$ cat src/rtl/card_pkg.sv
// rtl/card_pkg.sv - card rank types, rank/value mapping and the scripted hand table
package card_pkg;

  typedef logic [3:0] rank_t;

  localparam rank_t RANK_ACE  = 4'd0;
  localparam rank_t RANK_KING = 4'd12;
  localparam int    NUM_RANKS = 13;

  typedef enum logic [2:0] {
    ST_IDLE,
    ST_SHUFFLE,
    ST_DRAW1,
    ST_PROBE1,
    ST_DRAW2,
    ST_PROBE2,
    ST_DONE
  } state_t;

  typedef struct packed {
    rank_t r1;
    rank_t r2;
  } pair_t;

  // {A,K} {8,8} {10,6} {A,A} {K,Q} {5,6} {J,A}
  localparam pair_t SCRIPT [1:7] = '{
    '{4'd0,  4'd12},
    '{4'd7,  4'd7},
    '{4'd9,  4'd5},
    '{4'd0,  4'd0},
    '{4'd12, 4'd11},
    '{4'd4,  4'd5},
    '{4'd10, 4'd0}
  };

  function automatic logic [3:0] rank_to_value(rank_t r);
    if (r == RANK_ACE) return 4'd1;
    else if (r <= 4'd9) return r + 4'd1;
    else return 4'd10;
  endfunction

  function automatic rank_t next_rank(rank_t r);
    return (r == RANK_KING) ? RANK_ACE : r + 4'd1;
  endfunction

endpackage

$ cat src/rtl/card_shoe_if.sv
// rtl/card_shoe_if.sv - request/deal bundle between the game FSM and the card shoe
interface card_shoe_if;
  import card_pkg::*;

  logic        draw_req;
  logic        shuffle_req;
  logic [2:0]  test_sel;
  logic        ready;
  logic        card_valid;
  logic [3:0]  card1_value;
  logic [3:0]  card2_value;
  rank_t       card1_rank;
  rank_t       card2_rank;
  logic [7:0]  cards_left;
  logic        reshuffled;

  modport master (
    output draw_req, shuffle_req, test_sel,
    input  ready, card_valid, card1_value, card2_value,
           card1_rank, card2_rank, cards_left, reshuffled
  );

  modport slave (
    input  draw_req, shuffle_req, test_sel,
    output ready, card_valid, card1_value, card2_value,
           card1_rank, card2_rank, cards_left, reshuffled
  );
endinterface

$ cat src/rtl/card_lfsr.sv
// rtl/card_lfsr.sv - free-running 16-bit Fibonacci LFSR (taps 16,14,13,11), low nibble out
module card_lfsr #(
  parameter logic [15:0] SEED = 16'hACE1
) (
  input  logic       clk,
  input  logic       reset,
  output logic [3:0] rnd
);
  logic [15:0] state;

  always_ff @(posedge clk) begin
    if (reset) state <= SEED;
    else       state <= {state[14:0], state[15] ^ state[13] ^ state[12] ^ state[10]};
  end

  assign rnd = state[3:0];
endmodule

$ cat src/rtl/card_shoe.sv
// rtl/card_shoe.sv - multi-deck shoe dealing two cards per request without replacement
module card_shoe
  import card_pkg::*;
#(
  parameter int          DECKS        = 1,
  parameter int          RESHUFFLE_AT = 15,
  parameter logic [15:0] LFSR_SEED    = 16'hACE1
) (
  input logic        clk,
  input logic        reset,
  card_shoe_if.slave bus
);
  localparam logic [4:0] FULL_COUNT = 5'(4 * DECKS);
  localparam logic [7:0] FULL_LEFT  = 8'(52 * DECKS);

  state_t     state, next_state;
  logic [4:0] count [NUM_RANKS];
  logic [7:0] left;
  logic       pending, draw_after;
  logic [2:0] sel_q;
  rank_t      probe_r, c1_r, base_r, test_r, cand_r;
  logic [3:0] rnd;
  logic       hit, low;

  card_lfsr #(.SEED(LFSR_SEED)) u_lfsr (.clk(clk), .reset(reset), .rnd(rnd));

  assign cand_r = (rnd >= 4'd13) ? rnd - 4'd13 : rnd;
  assign low    = int'(left) < RESHUFFLE_AT;

  // Rank under test this cycle: fresh candidate in DRAWx, next rank up in PROBEx.
  always_comb begin
    base_r = cand_r;
    if (sel_q != 3'd0) base_r = (state == ST_DRAW2) ? SCRIPT[sel_q].r2 : SCRIPT[sel_q].r1;
    test_r = (state == ST_PROBE1 || state == ST_PROBE2) ? next_rank(probe_r) : base_r;
    hit    = count[test_r] != 5'd0;
  end

  always_ff @(posedge clk) begin
    if (reset) state <= ST_IDLE;
    else       state <= next_state;
  end

  always_comb begin
    next_state = state;
    unique case (state)
      ST_IDLE: begin
        if (bus.draw_req)
          next_state = (pending || bus.shuffle_req || low) ? ST_SHUFFLE : ST_DRAW1;
        else if (bus.shuffle_req || pending)
          next_state = ST_SHUFFLE;
      end
      ST_SHUFFLE:          next_state = draw_after ? ST_DRAW1 : ST_IDLE;
      ST_DRAW1, ST_PROBE1: next_state = hit ? ST_DRAW2 : ST_PROBE1;
      ST_DRAW2, ST_PROBE2: next_state = hit ? ST_DONE : ST_PROBE2;
      ST_DONE:             next_state = ST_IDLE;
      default:             next_state = ST_IDLE;
    endcase
  end

  always_ff @(posedge clk) begin
    if (reset) begin
      for (int i = 0; i < NUM_RANKS; i++) count[i] <= FULL_COUNT;
      left            <= FULL_LEFT;
      pending         <= 1'b0;
      draw_after      <= 1'b0;
      sel_q           <= 3'd0;
      probe_r         <= RANK_ACE;
      c1_r            <= RANK_ACE;
      bus.card1_rank  <= RANK_ACE;
      bus.card2_rank  <= RANK_ACE;
      bus.card1_value <= 4'd0;
      bus.card2_value <= 4'd0;
    end else begin
      if (bus.shuffle_req && state != ST_IDLE && state != ST_SHUFFLE) pending <= 1'b1;
      case (state)
        ST_IDLE: begin
          draw_after <= bus.draw_req;
          if (bus.draw_req) sel_q <= bus.test_sel;
        end
        ST_SHUFFLE: begin
          for (int i = 0; i < NUM_RANKS; i++) count[i] <= FULL_COUNT;
          left    <= FULL_LEFT;
          pending <= 1'b0;
        end
        ST_DRAW1, ST_PROBE1: begin
          probe_r <= test_r;
          if (hit) begin
            count[test_r] <= count[test_r] - 5'd1;
            left          <= left - 8'd1;
            c1_r          <= test_r;
          end
        end
        ST_DRAW2, ST_PROBE2: begin
          probe_r <= test_r;
          // Outputs only change on entry to DONE so a dealt hand stays stable until the next one.
          if (hit) begin
            count[test_r]   <= count[test_r] - 5'd1;
            left            <= left - 8'd1;
            bus.card1_rank  <= c1_r;
            bus.card2_rank  <= test_r;
            bus.card1_value <= rank_to_value(c1_r);
            bus.card2_value <= rank_to_value(test_r);
          end
        end
        default: ;
      endcase
    end
  end

  always_comb begin
    bus.ready      = (state == ST_IDLE) && !pending;
    bus.card_valid = (state == ST_DONE);
    bus.reshuffled = (state == ST_SHUFFLE);
  end

  assign bus.cards_left = left;
endmodule
$ cat src/flat_wrapper.sv
// flat-port wrapper written by rule: the top's interface ports become plain ports
module card_shoe_flat import card_pkg::*;
#(
  parameter int          DECKS        = 1,
  parameter int          RESHUFFLE_AT = 15,
  parameter logic [15:0] LFSR_SEED    = 16'hACE1
)
  (clk, reset, bus_draw_req, bus_shuffle_req, bus_test_sel, bus_ready, bus_card_valid, bus_card1_value, bus_card2_value, bus_card1_rank, bus_card2_rank, bus_cards_left, bus_reshuffled);
  card_shoe_if bus_i ();
  input logic clk;
  input logic reset;
  input wire logic [$bits(bus_i.draw_req)-1:0] bus_draw_req;
  input wire logic [$bits(bus_i.shuffle_req)-1:0] bus_shuffle_req;
  input wire logic [$bits(bus_i.test_sel)-1:0] bus_test_sel;
  output wire logic [$bits(bus_i.ready)-1:0] bus_ready;
  output wire logic [$bits(bus_i.card_valid)-1:0] bus_card_valid;
  output wire logic [$bits(bus_i.card1_value)-1:0] bus_card1_value;
  output wire logic [$bits(bus_i.card2_value)-1:0] bus_card2_value;
  output wire logic [$bits(bus_i.card1_rank)-1:0] bus_card1_rank;
  output wire logic [$bits(bus_i.card2_rank)-1:0] bus_card2_rank;
  output wire logic [$bits(bus_i.cards_left)-1:0] bus_cards_left;
  output wire logic [$bits(bus_i.reshuffled)-1:0] bus_reshuffled;
  assign bus_i.draw_req = bus_draw_req;
  assign bus_i.shuffle_req = bus_shuffle_req;
  assign bus_i.test_sel = bus_test_sel;
  assign bus_ready = bus_i.ready;
  assign bus_card_valid = bus_i.card_valid;
  assign bus_card1_value = bus_i.card1_value;
  assign bus_card2_value = bus_i.card2_value;
  assign bus_card1_rank = bus_i.card1_rank;
  assign bus_card2_rank = bus_i.card2_rank;
  assign bus_cards_left = bus_i.cards_left;
  assign bus_reshuffled = bus_i.reshuffled;
  card_shoe #(.DECKS(DECKS), .RESHUFFLE_AT(RESHUFFLE_AT), .LFSR_SEED(LFSR_SEED)) u_core (.clk(clk), .reset(reset), .bus(bus_i));
endmodule
$ cat config.mk
export PLATFORM = sky130hd
export DESIGN_NAME = card_shoe_flat
export DESIGN_NICKNAME = d
export VERILOG_FILES = /design/src/rtl/card_pkg.sv /design/src/rtl/card_shoe_if.sv /design/src/rtl/card_lfsr.sv /design/src/rtl/card_shoe.sv /design/src/flat_wrapper.sv
export SDC_FILE = /design/constraint.sdc
export NUM_CORES = 1
export LEC_CHECK = 0
export ABC_AREA = 0
export BUFFER_PORTS_ARGS = -buffer_cell sky130_fd_sc_hd__buf_2
export CAP_MARGIN = 20
export CORE_MARGIN = 4
export CORE_UTILIZATION = 50
export DETAILED_ROUTE_END_ITERATION = 16
export HOLD_SLACK_MARGIN = 0.1
export PLACE_DENSITY = 0.67
export SYNTH_ARGS = -nofsm -noshare
export SYNTH_HDL_FRONTEND = slang
export SYNTH_SLANG_ARGS = --single-unit
$ cat constraint.sdc
create_clock -name clk -period 6.11 [get_ports clk]
set_input_delay 0.3055 -clock clk [delete_from_list [all_inputs] [get_ports clk]]
set_output_delay 0.3055 -clock clk [all_outputs]
set_load 0.01 [all_outputs]
# ---- Word-level counts from Yosys, hierarchy flattened
# Memories as Yosys holds them, arrays and structs flattened.
# Cells that the tools add are included.
dict set report word_totals {
  mem_bits_ro 64
  regBits 56
  n_memories 2
  mem_bits_rw 65
  out_inout_bits 27
}
# name words word_bits read_ports rd_ports_with_merged_regs wr line
set memory_table {}
lappend memory_table {u_core.count 13 5 1 0 13 card_shoe.sv:17} ;# logic [4:0] count [NUM_RANKS];
lappend memory_table {{(name not given)} 8 8 1 0 0 card_shoe.sv:33} ;# if (sel_q != 3'd0) base_r = (state == ST_DRAW2) ? SCRIPT[sel_q].r2 : SCRIPT[sel_q].r1;
dict set report classes {
  n_eq_ne 10
  addsub 6
  bitwise 18
  mux 49
  reduce_logical 23
  n_lt_le_gt_ge 5
}
# op count
set op_table {}
lappend op_table {{2-to-1 mux 5 bit} 15}
lappend op_table {{2-to-1 mux 4 bit} 10}
lappend op_table {{2-to-1 mux 8 bit} 3}
lappend op_table {{case mux 8 bit (2 select lines)} 1}
lappend op_table {{OR 1 bit} 14}
lappend op_table {{2-to-1 mux 1 bit} 13}
lappend op_table {{adder 4 x 1 -> 4 bit (second input constant)} 3}
lappend op_table {{case mux 3 bit (4 select lines)} 1}
lappend op_table {{== test 3 bit (second input constant)} 3}
lappend op_table {{2-to-1 mux 3 bit} 3}
lappend op_table {{greater-or-equal comparator 4 bit (second input constant)} 2}
lappend op_table {{<= comparator 4 bit (second input constant)} 2}
lappend op_table {{zero test 4 bit} 2}
lappend op_table {{less-than comparator 8 x 4 -> 1 bit (second input constant)} 1}
lappend op_table {{AND reduction 2 bit} 4}
lappend op_table {{subtractor 8 x 1 -> 8 bit (second input constant)} 1}
lappend op_table {{== test 3 x 2 -> 1 bit (second input constant)} 2}
lappend op_table {{2-to-1 mux 2 bit} 3}
lappend op_table {{nonzero test 3 bit} 2}
lappend op_table {{OR reduction 2 bit} 3}
lappend op_table {{nonzero test 5 bit} 1}
lappend op_table {{OR reduction 5 bit} 1}
lappend op_table {{subtractor 5 x 1 -> 5 bit (second input constant)} 1}
lappend op_table {{== test 4 bit (second input constant)} 1}
lappend op_table {{13 further kinds} 19}

# ---- Longest topological paths before layout
# Gate-level depths: netlist of run 1.
# An unclocked memory read counts as a cell.
dict set report logic_depth {
  depth_word 16
  mapped_depth 23
  ltp_nobuf 18
}

# ---- Hierarchy
# Synthesis of run 1 repeated with hierarchy kept, for this count alone.
dict set report unflattened {
  hier_cells 692
  area_unflattened_um2 6966.7
}
# mod cells_per_inst area_per_inst_um2 instances
set modules_own_cells {}
lappend modules_own_cells {card_shoe 652 6482.5 1}
lappend modules_own_cells {card_lfsr 40 484.2 1}

# ---- Least setup slack after synthesis of run 1
# No wires, ideal clock.
dict set report synth_path {
  kind {register to register}
  start {register u_core.state[2]}
  end {memory u_core.count[12][0], enable pin}
  path_stages_with_launch 23
  arrival_ps 3945
  n_path_buf 7
  required_time_ps 5734
  slack_ps 1789
  setup_time_ps 376
  path_cell_list {dfxtp_1 buf_6 nor2b_2 nand2_1 a41o_1 a31o_1 buf_6 inv_4 buf_6 buf_2 mux2i_1 mux2i_1 mux2i_1 mux2i_1 buf_2 inv_1 ha_1 inv_1 nor3_2 and2_1 buf_2 buf_2 o31ai_1}
}
# item line
set synth_rtl {}
lappend synth_rtl {{start: declaration} card_shoe.sv:16} ;# state_t state, next_state;
lappend synth_rtl {{start signal: assignment} card_shoe.sv:40} ;# else state <= next_state;
lappend synth_rtl {{end: declaration} card_shoe.sv:17}

==> results.md, run 1 <==
- TritonRoute pass-1 iters: 5
- Post-synth EDFFs: 80
- Syn_area_per_cell: 10.71 µm²
- Clock Latency Late Sink: 0.43 ns
- Setup bufs post-CTS: 0
- Prevailing post-synth register cell: edfxtp_1
- Slew Limit Headroom: 0.2706
- DRC: 0
- Yosys top cell by area: edfxtp_1
- Area of the multi-input gates: 3037 µm²
- H-tree levels: 4
- Cell mode on critical path: mux2i_1
- Syn nets: 670
- Clock root buffer master: clkbuf_16
- Post-CTS resize count: 0
- F_max: 187.0 MHz
- Mux cell area share after synthesis: 0.1027
- Global-route wire length before repair: 27.05 mm
- Fin area: 7739 µm²
- Synth Instances: 643
- Yosys cell types: 70
- Worst-path clk slew: 0.06 ns
- # diodes: 0
- Synthesized area: 6885 µm²
- Post-synthesis adder-cell area fraction: 0.03634
- Async set or reset register ratio after synthesis: 0
- Die Ht: 125.4 µm
- Core area: 13350 µm²
- Synth Area in Simple Gates: 0.1725
- Fin. max-slew vios: 0
- Hold_buf cts: 0
- Non-Filler Instances: 852
- GRT overflow: 0
- Worst EP arrival: 5.39 ns
- Antenna-violating nets left: 0
- Critical path, cell by cell: nand2b_1 > nand2_1 > a41o_1 > a31o_1 > inv_4 > mux2i_1 > mux2i_1 > mux2i_1 > mux2i_1 > buf_4 > inv_1 > ha_1 > inv_1 > nor3_4 > and2_1 > o21ai_0
- Final HPWL DP: 11.36 mm
- Synth Area in XOR/XNOR: 0.01617
- Register area: 3523 µm²
- Post-synth top cells: 80 x edfxtp_1, 66 x nand2_1, 56 x dfxtp_1
- Yosys warning total: 0
- Yosys reg bits: 136
- GP Congestion: 0.9019
- Worst EP required: 6.15 ns
- Drt via density: 5.935
- CTS tree: built
- Hold slack: 0.1398 ns
- Largest family of logic cells by synthesized area: simple AND/OR/NAND/NOR gates
- Hold Crit Class: in2reg
- Port Buf Inserts: 33
- Clock Path Buffers: 2
- Final WL: 16.78 mm
- Worst-path fanout max: 27
- Placed Area: 7139 µm²
- # setup viols final: 0
- FILL cells: 1133
- Initial core utilization: 0.5158
- CTS Sinks: 136
- DR WL/cell: 19.69 µm
- Initial antenna violation count: 0
- # IOs: 34
- Clk_skew: 0.006707 ns
- Initial DRC Count: 387
- Largest net degree at the start of global routing: 43
- Final net count: 690
- Placed insts: 820
- Area contributors post-synth: edfxtp_1 35%, dfxtp_1 16%, mux2i_1 6.8%
- Cell with the most instances after synthesis: edfxtp_1
- Crit-path max cell delay: 0.84 ns
- Startpoint types: flop
- Sequential fraction of the synthesis area: 0.5117
- Final min period: 5.348 ns
- Number of global-route vias before repair: 5045
- Crit end category: flop
- Layout cells sized above 1: 0.1849
- Slew at the pin with the worst max-slew slack: 1.093 ns
- Status: finished clean
- Die area: 15710 µm²
- Via count: 5057
- Number of CTS-inserted buffers: 17
- Crit share post-route: 0.8753
- Critical path class: reg2reg
- Final hold vios: 0
- Area growth syn-to-layout: 12.39%
- Max cap viols: 0
- Slowest-stage cell, CP: and2_1
- Synth top area share: 0.3489
- Final-layout setup total negative slack: 0 ns
- RSZ-0062 raised after global routing: no
- Tot GR Track Use: 0.2197
- Site row count: 42
- Synth Area in Compound Gates: 0.1096
- Die width: 125.4 µm
[sequential cells by signal, indices dropped and copies added (netlist names)]
| signal | count |
|---|---|
| u_core.bus.cards_left | 8 |
| u_core.bus.card1_rank | 4 |
| u_core.u_lfsr.state | 16 |
| u_core.bus.card2_rank | 4 |
| u_core.bus.card1_value | 4 |
| u_core.probe_r | 4 |
| u_core.c1_r | 4 |
| u_core.bus.card2_value | 4 |
| u_core.pending | 1 |
| u_core.count | 80 |
| u_core.sel_q | 3 |
| u_core.draw_after | 1 |
| u_core.state | 3 |
[cell families (layout without fill, tap and decap cells)]
family	Yosys count	count (layout)
and+or+nand+nor	235	235
DFF	136	136
AOI/OAI and AO/OA	111	111
buffers and inverters	73	106
muxes	60	60
adders and majority gates	20	20
xor gates and xnor gates	8	8
[cell type report]
cell class	instances	share of cell area
Clock buffer	20	0.06322
Multi-Input combinational cell	434	0.3924
Inverter	31	0.01536
Timing Repair Buffer	43	0.03104
Sequential cell	136	0.4553
Tap cell	176	0.02846
Clock inverter	12	0.01423
[worst max-delay path, delay by kind of cell (launching register included)]
family / cells / cell delay (ns)
AO/OA/AOI/OAI: 3 / 1.12
adder cells (fa/ha/maj): 1 / 0.19
buffers and inverters: 4 / 0.81
flip-flops: 1 / 0.65
multiplexers: 4 / 0.66
AND/OR/NAND/NOR: 4 / 1.50
[routing by layer]
metal  routed length (µm)  vias to the layer above  GRT usage
li1                     -                     2363          -
met1                 7123                     2442     0.2883
met2                 7913                      202     0.3461
met3                 1098                       50    0.04776
met4                  643                        0     0.1091
met5                    0                        -          0
[placed cells by master, fill, tap and decap left out, drive strengths merged, types with 4 or more instances in the layout]
cell and n:
nor2 48, dfxtp 56, nor2b 8, a21o 6, a2111oi 5, nand4 7
mux2 5, ha 20, nand2b 8, and2 16, buf 43, nand3 16
inv 35, xnor2 4, nor4 6, nor3 28, clkinv 6, a21boi 7
nand2 68, or3 7, xor2 4, clkbuf 20, mux4 8, o21ai 15
a21oi 37, and3 4, a211oi 11, or2 13, mux2i 47, edfxtp 80
[final timing paths]
kind                                       from                                  to  slack [ns]  depth (start not counted)
min                             bus_test_sel[1]        u_core.sel_q[1]$_SDFFE_PP0P_        0.14                          3
min reg2reg  u_core.u_lfsr.state[14]$_SDFF_PP0_  u_core.u_lfsr.state[15]$_SDFF_PP1_        0.41                          1
max                u_core.state[1]$_SDFFE_PP0P_    u_core.count[3][2]$_SDFFCE_PN1P_        0.76                         16
max reg2reg        u_core.state[1]$_SDFFE_PP0P_    u_core.count[3][2]$_SDFFCE_PN1P_        0.76                         16
[through the flow]
step             util  worst slack (ns)
2_1_floorplan       -             1.789
3_3_place_gp   0.5349             1.096
3_5_place_dp   0.5349            0.8761
4_1_cts        0.5798            0.8561
5_1_grt        0.5798            0.3723
6_report       0.5798            0.7620
Power of run 1 is not shown: default switching activity piles up to over one toggle a cycle in this logic, so the estimate is an artifact.
==> run 2, diff against run 1 <==
ABC_AREA = 1   (was 0)
==> run 2 against run 1 <==
Against the previous run: synthesized cell count is 26% higher; sequential share of layout area up 0.41 points; flip-flop and latch count did not move; core utilization fell by 0.52 points; routed wire length down 3.1%; area after synthesis unchanged; hold slack improved by 0.026 ns; design area down 0.89%; critical endpoint is now u_core.count[15][0]$_DFFE_PP_; clock-buffer cell count decreased by 2; die area unchanged; via count rose by 10%.
==> results.md, run 2 <==
- Yosys cell types: 37 (-47%)
- Worst EP arrival: 4.91 ns (-0.48 ns)
- F_max: 205.9 MHz (+10%)
- Crit share post-route: 0.7949 (-0.08039)
- Antenna-violating nets left: 0 (unchanged)
- Worst-path fanout max: 26 (-3.7%)
- Initial antenna violation count: 0 (unchanged)
- Yosys reg bits: 136 (unchanged)
- End of the critical path: u_core.count[15][0]$_DFFE_PP_
- Port Buf Inserts: 33 (unchanged)
- Synth Area in XOR/XNOR: 0.01399 (-0.002181)
- M1 GR Usage: 0.2751 (-0.01318)
- # IOs: 34 (unchanged)
- Met2 GRT Util: 0.3385 (-0.007593)
- Synth Instances: 811 (+26%)
- Startpoint types: flop
- Largest net degree at the start of global routing: 37 (-14%)
- Async set or reset register ratio after synthesis: 0 (unchanged)
- Met3 GRT Util: 0.05288 (+0.005117)
- DRC: 0 (unchanged)
- Core area: 13350 µm² (unchanged)
- CTS Sinks: 136 (unchanged)
- Prevailing post-synth register cell: edfxtp_1
- Layout cells sized above 1: 0.1396 (-0.04527)
- Fin. max-slew vios: 0 (unchanged)
- Register area: 3523 µm² (unchanged)
- Final-layout setup total negative slack: 0 ns (unchanged)
- Clk_skew: 0.008093 ns (+0.001386 ns)
- Post-synth EDFFs: 80 (unchanged)
- Max cap viols: 0 (unchanged)
- Critical path, cell by cell: inv_1 > ha_1 > nand2_1 > inv_1 > nand3_1 > a21oi_2 > nand2_2 > buf_4 > nand2_2 > buf_4 > o21ai_0 > o22ai_1 > nand2_1 > nand4_1 > inv_1 > ha_1 > nand2_2 > nor2_4 > nor2_4 > nand2_1 > nor3_1
- Largest Register: u_core.count
- Synth Area in Compound Gates: 0.07014 (-0.03943)
- Slew at the pin with the worst max-slew slack: 1.046 ns (-0.04661 ns)
- # diodes: 0 (unchanged)
- FILL cells: 1217 (+7.4%)
- GRT overflow: 0 (unchanged)
- Area of the multi-input gates: 2805 µm² (-7.6%)
- Final HPWL DP: 11.14 mm (-1.9%)
- CTS tree: built
- TritonRoute pass-1 iters: 6 (+1)
- Slowest-stage cell, CP: nor3_1
- Initial core utilization: 0.5158 (unchanged)
- Post-synthesis adder-cell area fraction: 0.03634 (unchanged)
- Worst EP required: 6.17 ns (+0.02 ns)
- Final min period: 4.857 ns (-0.4912 ns)
- Yosys top cell by area: edfxtp_1
- R2r endpoint: u_core.count[15][0]$_DFFE_PP_
- Setup crit start: u_core.sel_q[0]$_SDFFE_PP0P_
- Most frequent cells in the layout: 153 x nand2_1, 126 x nor2_1, 80 x inv_1, 80 x edfxtp_1, 65 x nand3_1
- Hold Crit Class: in2reg
- Global-route wire length before repair: 26.48 mm (-2.1%)
- Crit end category: flop
- DR WL/cell: 15.93 µm (-19%)
- Final WL: 16.26 mm (-3.1%)
- Die area: 15710 µm² (unchanged)
- H-tree levels: 4 (unchanged)
- Clock Latency Late Sink: 0.43 ns (about the same)
- Tot GR Track Use: 0.2113 (-0.008435)
- Clock root buffer master: clkbuf_16
- RSZ-0062 raised after global routing: no
- Largest family of logic cells by synthesized area: simple AND/OR/NAND/NOR gates
- WP depth: 21 (+5)
- CP top delay family: simple AND/OR/NAND/NOR gates
- Die Ht: 125.4 µm (unchanged)
- Site row count: 42 (unchanged)
- Synth top area share: 0.3489 (unchanged)
- Worst-path clk slew: 0.06 ns (about the same)
- R2R cell count: 21 (+5)
- Synth Area in Simple Gates: 0.2869 (+0.1145)
- CP bufs+invs: 5 (+1)
- Synthesized area: 6885 µm² (unchanged)
- Area contributors post-synth: edfxtp_1 35%, dfxtp_1 16%, nand2_1 8.3%
- Slew Limit Headroom: 0.2999 (+0.02928)
- Hold_buf cts: 0 (unchanged)
- Commonest non-fill, non-tap cell in the layout: nand2_1
- Drt via density: 5.459 (-8.0%)
- # setup viols final: 0 (unchanged)
- R2r setup slk: 1.25 ns (+0.49 ns)
- Status: finished clean
- Setup bufs post-CTS: 0 (unchanged)
- Via count: 5574 (+10%)
- Syn_area_per_cell: 8.490 µm² (-21%)
- Crit-path max cell delay: 0.62 ns (-0.22 ns)
- Final hold vios: 0 (unchanged)
- Syn nets: 838 (+25%)
- Final net count: 860 (+25%)
- Clock Path Buffers: 2 (unchanged)
- Area growth syn-to-layout: 11.39%
- Number of flip-flops in the largest register: 80 (unchanged)
- Cell with the most instances after synthesis: nand2_1
- Number of global-route vias before repair: 5279 (+4.6%)
- Number of CTS-inserted buffers: 17 (unchanged)
- Critical path class: reg2reg
- Yosys warning total: 0 (unchanged)
- Mux cell area share after synthesis: 0 (-0.1027)
- GP Congestion: 0.9098 (+0.88%)
- Post-CTS resize count: 0 (unchanged)
- Die width: 125.4 µm (unchanged)
- Sequential fraction of the synthesis area: 0.5117 (unchanged)
- Post-synth top cells: 153 x nand2_1, 126 x nor2_1, 80 x edfxtp_1, 80 x inv_1, 65 x nand3_1
- Worst reg2reg path startpoint: u_core.sel_q[0]$_SDFFE_PP0P_
- Initial DRC Count: 438 (+13%)
- Gr busiest metal: met2
## run 2: changes by cell type in the layout (fill, tap and decap cells not counted), sizes merged, moves of 11 or more
cell and delta:
o21ai +35, nand3 +53, a211oi -11, and2 -16, mux2i -47, nand2 +94, nor2 +88, inv +55
nor3 -19, nand3b +19
## run 2: worst min path at each step
| stage | slack [ns] | end | startpoint | cells past startpoint |
|---|---|---|---|---|
| after detailed placement | 0.40 | u_core.u_lfsr.state[10]$_SDFF_PP1_ | u_core.u_lfsr.state[9]$_SDFF_PP0_ | 1 |
| after CTS | 0.15 | u_core.sel_q[2]$_SDFFE_PP0P_ | bus_test_sel[2] | 3 |
| after global routing | 0.19 | u_core.sel_q[1]$_SDFFE_PP0P_ | bus_test_sel[1] | 3 |
| final | 0.17 | u_core.sel_q[2]$_SDFFE_PP0P_ | bus_test_sel[2] | 3 |
| after global placement | 0.39 | u_core.u_lfsr.state[12]$_SDFF_PP0_ | u_core.u_lfsr.state[11]$_SDFF_PP1_ | 2 |
| after floorplan | 0.39 | u_core.u_lfsr.state[12]$_SDFF_PP0_ | u_core.u_lfsr.state[11]$_SDFF_PP1_ | 2 |
## run 2: metrics by stage
step / hold WS (ns) / cell area (µm²) / setup slack (ns) / util / std cells
CTS: 0.1546 / 7670 / 1.304 / 0.5746 / 1021
global placement: 0.3928 / 7093 / 1.539 / 0.5314 / 989
detailed placement: 0.3983 / 7104 / 1.319 / 0.5322 / 990
floorplan: 0.3883 / 6885 / 2.203 / - / 811
global route: 0.1937 / 7670 / 0.8102 / 0.5746 / 1021
finish: 0.1656 / 7670 / 1.253 / 0.5746 / 1021
## run 2: layout make-up
type                            instances  area share
Sequential cell                       136      0.4594
Tap cell                              176     0.02871
Multi-Input combinational cell        548      0.3657
Clock buffer                           18     0.05595
Clock inverter                         13     0.01778
Timing Repair Buffer                   39     0.02790
Inverter                               91     0.04454
## run 2: cells by family after synthesis
| group | after synthesis |
|---|---|
| xor+xnor | 11 |
| buf+inv | 127 |
| compound gates | 91 |
| simple gates | 426 |
| flops | 136 |
| fa+ha+maj | 20 |
## run 2: routing by layer
layer	share of wire	wire (µm)
met5	0	0
met4	0.029	467
met3	0.070	1146
met2	0.46	7539
met1	0.44	7110
## run 2: worst min-delay path: cells and delay by family
kind / cells / cell delay, ns
buffers and inverters: 1 / 0.07
AO/OA/AOI/OAI: 2 / 0.17
Power of run 2 is left out for the same reason.
==> run 3, diff against run 2 <==
PLACE_DENSITY = 0.7   (was 0.67)
clock period = 4.1 ns   (was 6.11 ns; I/O delays follow)
==> run 3 against run 2 <==
Against the previous run: via count up 2.5%; clock-buffer cell count grew 9; non-clock buffer count up 18; maximum frequency increased by 27%; worst setup slack lost 0.97 ns; routed wire length increased by 4.2%; first-iteration DRC count grew 26%; register-to-register slack got worse by 0.97 ns; critical path depth is the same.
==> results.md, run 3 (same netlist as run 2, synthesis figures left out) <==
- Status: finished clean
- DR WL/cell: 16.30 µm (+2.3%)
- Worst-path fanout max: 24 (-7.7%)
- Largest Register: u_core.count
- Die Ht: 125.4 µm (unchanged)
- Worst EP required: 4.21 ns (-1.96 ns)
- Port Buf Inserts: 33 (unchanged)
- R2R cell count: 21 (unchanged)
- Area of the multi-input gates: 2833 µm² (+0.98%)
- Initial DRC Count: 554 (+26%)
- DP Worst Slack: 0.1157 ns (-1.203 ns)
- Slew Limit Headroom: 0.4247 (+0.1248)
- Startpoint types: flop
- Register area: 3523 µm² (unchanged)
- Initial core utilization: 0.5158 (unchanged)
- H-tree levels: 4 (unchanged)
- Critical path class: reg2reg
- CTS Sinks: 136 (unchanged)
- Hold slack: 0.1509 ns (-0.01468 ns)
- Area growth syn-to-layout: 15.66%
- # setup viols final: 0 (unchanged)
- Slew at the pin with the worst max-slew slack: 0.8598 ns (-0.1865 ns)
- Crit end category: flop
- WHS Path Cells: 3 (unchanged)
- # diodes: 0 (unchanged)
- Clock Path Buffers: 2 (unchanged)
- Number of global-route vias before repair: 5603 (+6.1%)
- Final min period: 3.814 ns (-1.043 ns)
- Tot GR Track Use: 0.2220 (+0.01075)
- # IOs: 34 (unchanged)
- FILL cells: 1163 (-4.4%)
- TritonRoute pass-1 iters: 5 (-1)
- F_max: 262.2 MHz (+27%)
- Die area: 15710 µm² (unchanged)
- Layout cells sized above 1: 0.1678 (+0.02818)
- Initial antenna violation count: 0 (unchanged)
- Largest net degree at the start of global routing: 36 (-2.7%)
- Antenna-violating nets left: 0 (unchanged)
- Site row count: 42 (unchanged)
- Clock Latency Late Sink: 0.42 ns (about the same)
- Final net count: 878 (+2.1%)
- Final hold vios: 0 (unchanged)
- Hold Crit Class: in2reg
- Clk_skew: 0.01055 ns (+0.002460 ns)
- Worst EP arrival: 3.93 ns (-0.98 ns)
- GRT overflow: 0 (unchanged)
- Worst-path clk slew: 0.06 ns (about the same)
- Final HPWL DP: 11.48 mm (+3.1%)
- Setup ws final: 0.2859 ns (-0.9673 ns)
- Die width: 125.4 µm (unchanged)
- Crit share post-route: 0.9303 (+0.1354)
- Clock root buffer master: clkbuf_16
- Number of flip-flops in the largest register: 80 (unchanged)
- Final WL: 16.95 mm (+4.2%)
- DRC: 0 (unchanged)
- Via count: 5711 (+2.5%)
- Max cap viols: 0 (unchanged)
- Final-layout setup total negative slack: 0 ns (unchanged)
- RSZ-0062 raised after global routing: no
- Commonest non-fill, non-tap cell in the layout: nand2_1
- Number of CTS-inserted buffers: 17 (unchanged)
- GP Congestion: 0.9066 (-0.35%)
- Drt via density: 5.491 (+0.59%)
- Fin. max-slew vios: 0 (unchanged)
- Core area: 13350 µm² (unchanged)
- R2r setup slk: 0.29 ns (-0.97 ns)
- Global-route wire length before repair: 27.78 mm (+4.9%)
- Most frequent cells in the layout: 146 x nand2_1, 126 x nor2_1, 80 x inv_1, 80 x edfxtp_1, 65 x nand3_1
- CTS tree: built
[run 3: worst paths after layout]
path,start,end
max,u_core.sel_q[0]$_SDFFE_PP0P_,u_core.count[12][2]$_SDFFCE_PN1P_
min,bus_shuffle_req,u_core.state[0]$_SDFFE_PP0P_
max reg2reg,u_core.sel_q[0]$_SDFFE_PP0P_,u_core.count[12][2]$_SDFFCE_PN1P_
min reg2reg,u_core.u_lfsr.state[8]$_SDFF_PP0_,u_core.u_lfsr.state[9]$_SDFF_PP0_
[run 3: worst max-delay path, stage by stage, from the launching register on]
cell	delay, ns
dfxtp_1	0.39
inv_1	0.10
ha_1	0.30
nand2_1	0.05
inv_1	0.06
nand3_1	0.08
a21oi_2	0.15
nand2_2	0.09
nand2_2	0.11
buf_4	0.28
o21ai_0	0.17
o22ai_1	0.21
nand2_1	0.07
nand4_1	0.12
inv_1	0.10
ha_1	0.21
nand2_2	0.11
nor2_4	0.07
nor2_4	0.08
buf_4	0.29
nand4_1	0.25
nand2_2	0.20
[run 3: stage by stage]
stage | cell area [µm²] | util | std cells
floorplan | 6885 | - | 811
global placement | 7198 | 0.5393 | 1003
detailed placement | 7198 | 0.5393 | 1003
CTS | 7919 | 0.5933 | 1038
global route | 7964 | 0.5966 | 1040
finish | 7964 | 0.5966 | 1040
[run 3: layout make-up]
type	instances	area share
Sequential cell	136	0.4424
Clock inverter	5	0.007384
Clock buffer	27	0.07934
Timing Repair Buffer	57	0.04430
Tap cell	176	0.02765
Inverter	91	0.04321
Multi-Input combinational cell	548	0.3557
[run 3: layer usage]
layer  global-route usage  vias up  share of wire
met4              0.08355        0          0.022
met2               0.3562      227           0.47
met3              0.04947       35          0.070
met1               0.2961     2701           0.44
li1                     -     2748              -
met5                    0        -              0
[run 3: repair_timing]
item / CTS / global route
resized for setup: 0 / 11
buffers inserted: 0 / 2
endpoints found under the hold margin: 3 / 0
hold buffers: 3 / 0
endpoints found under the setup margin: 0 / 83
Power of run 3 is left out for the same reason.
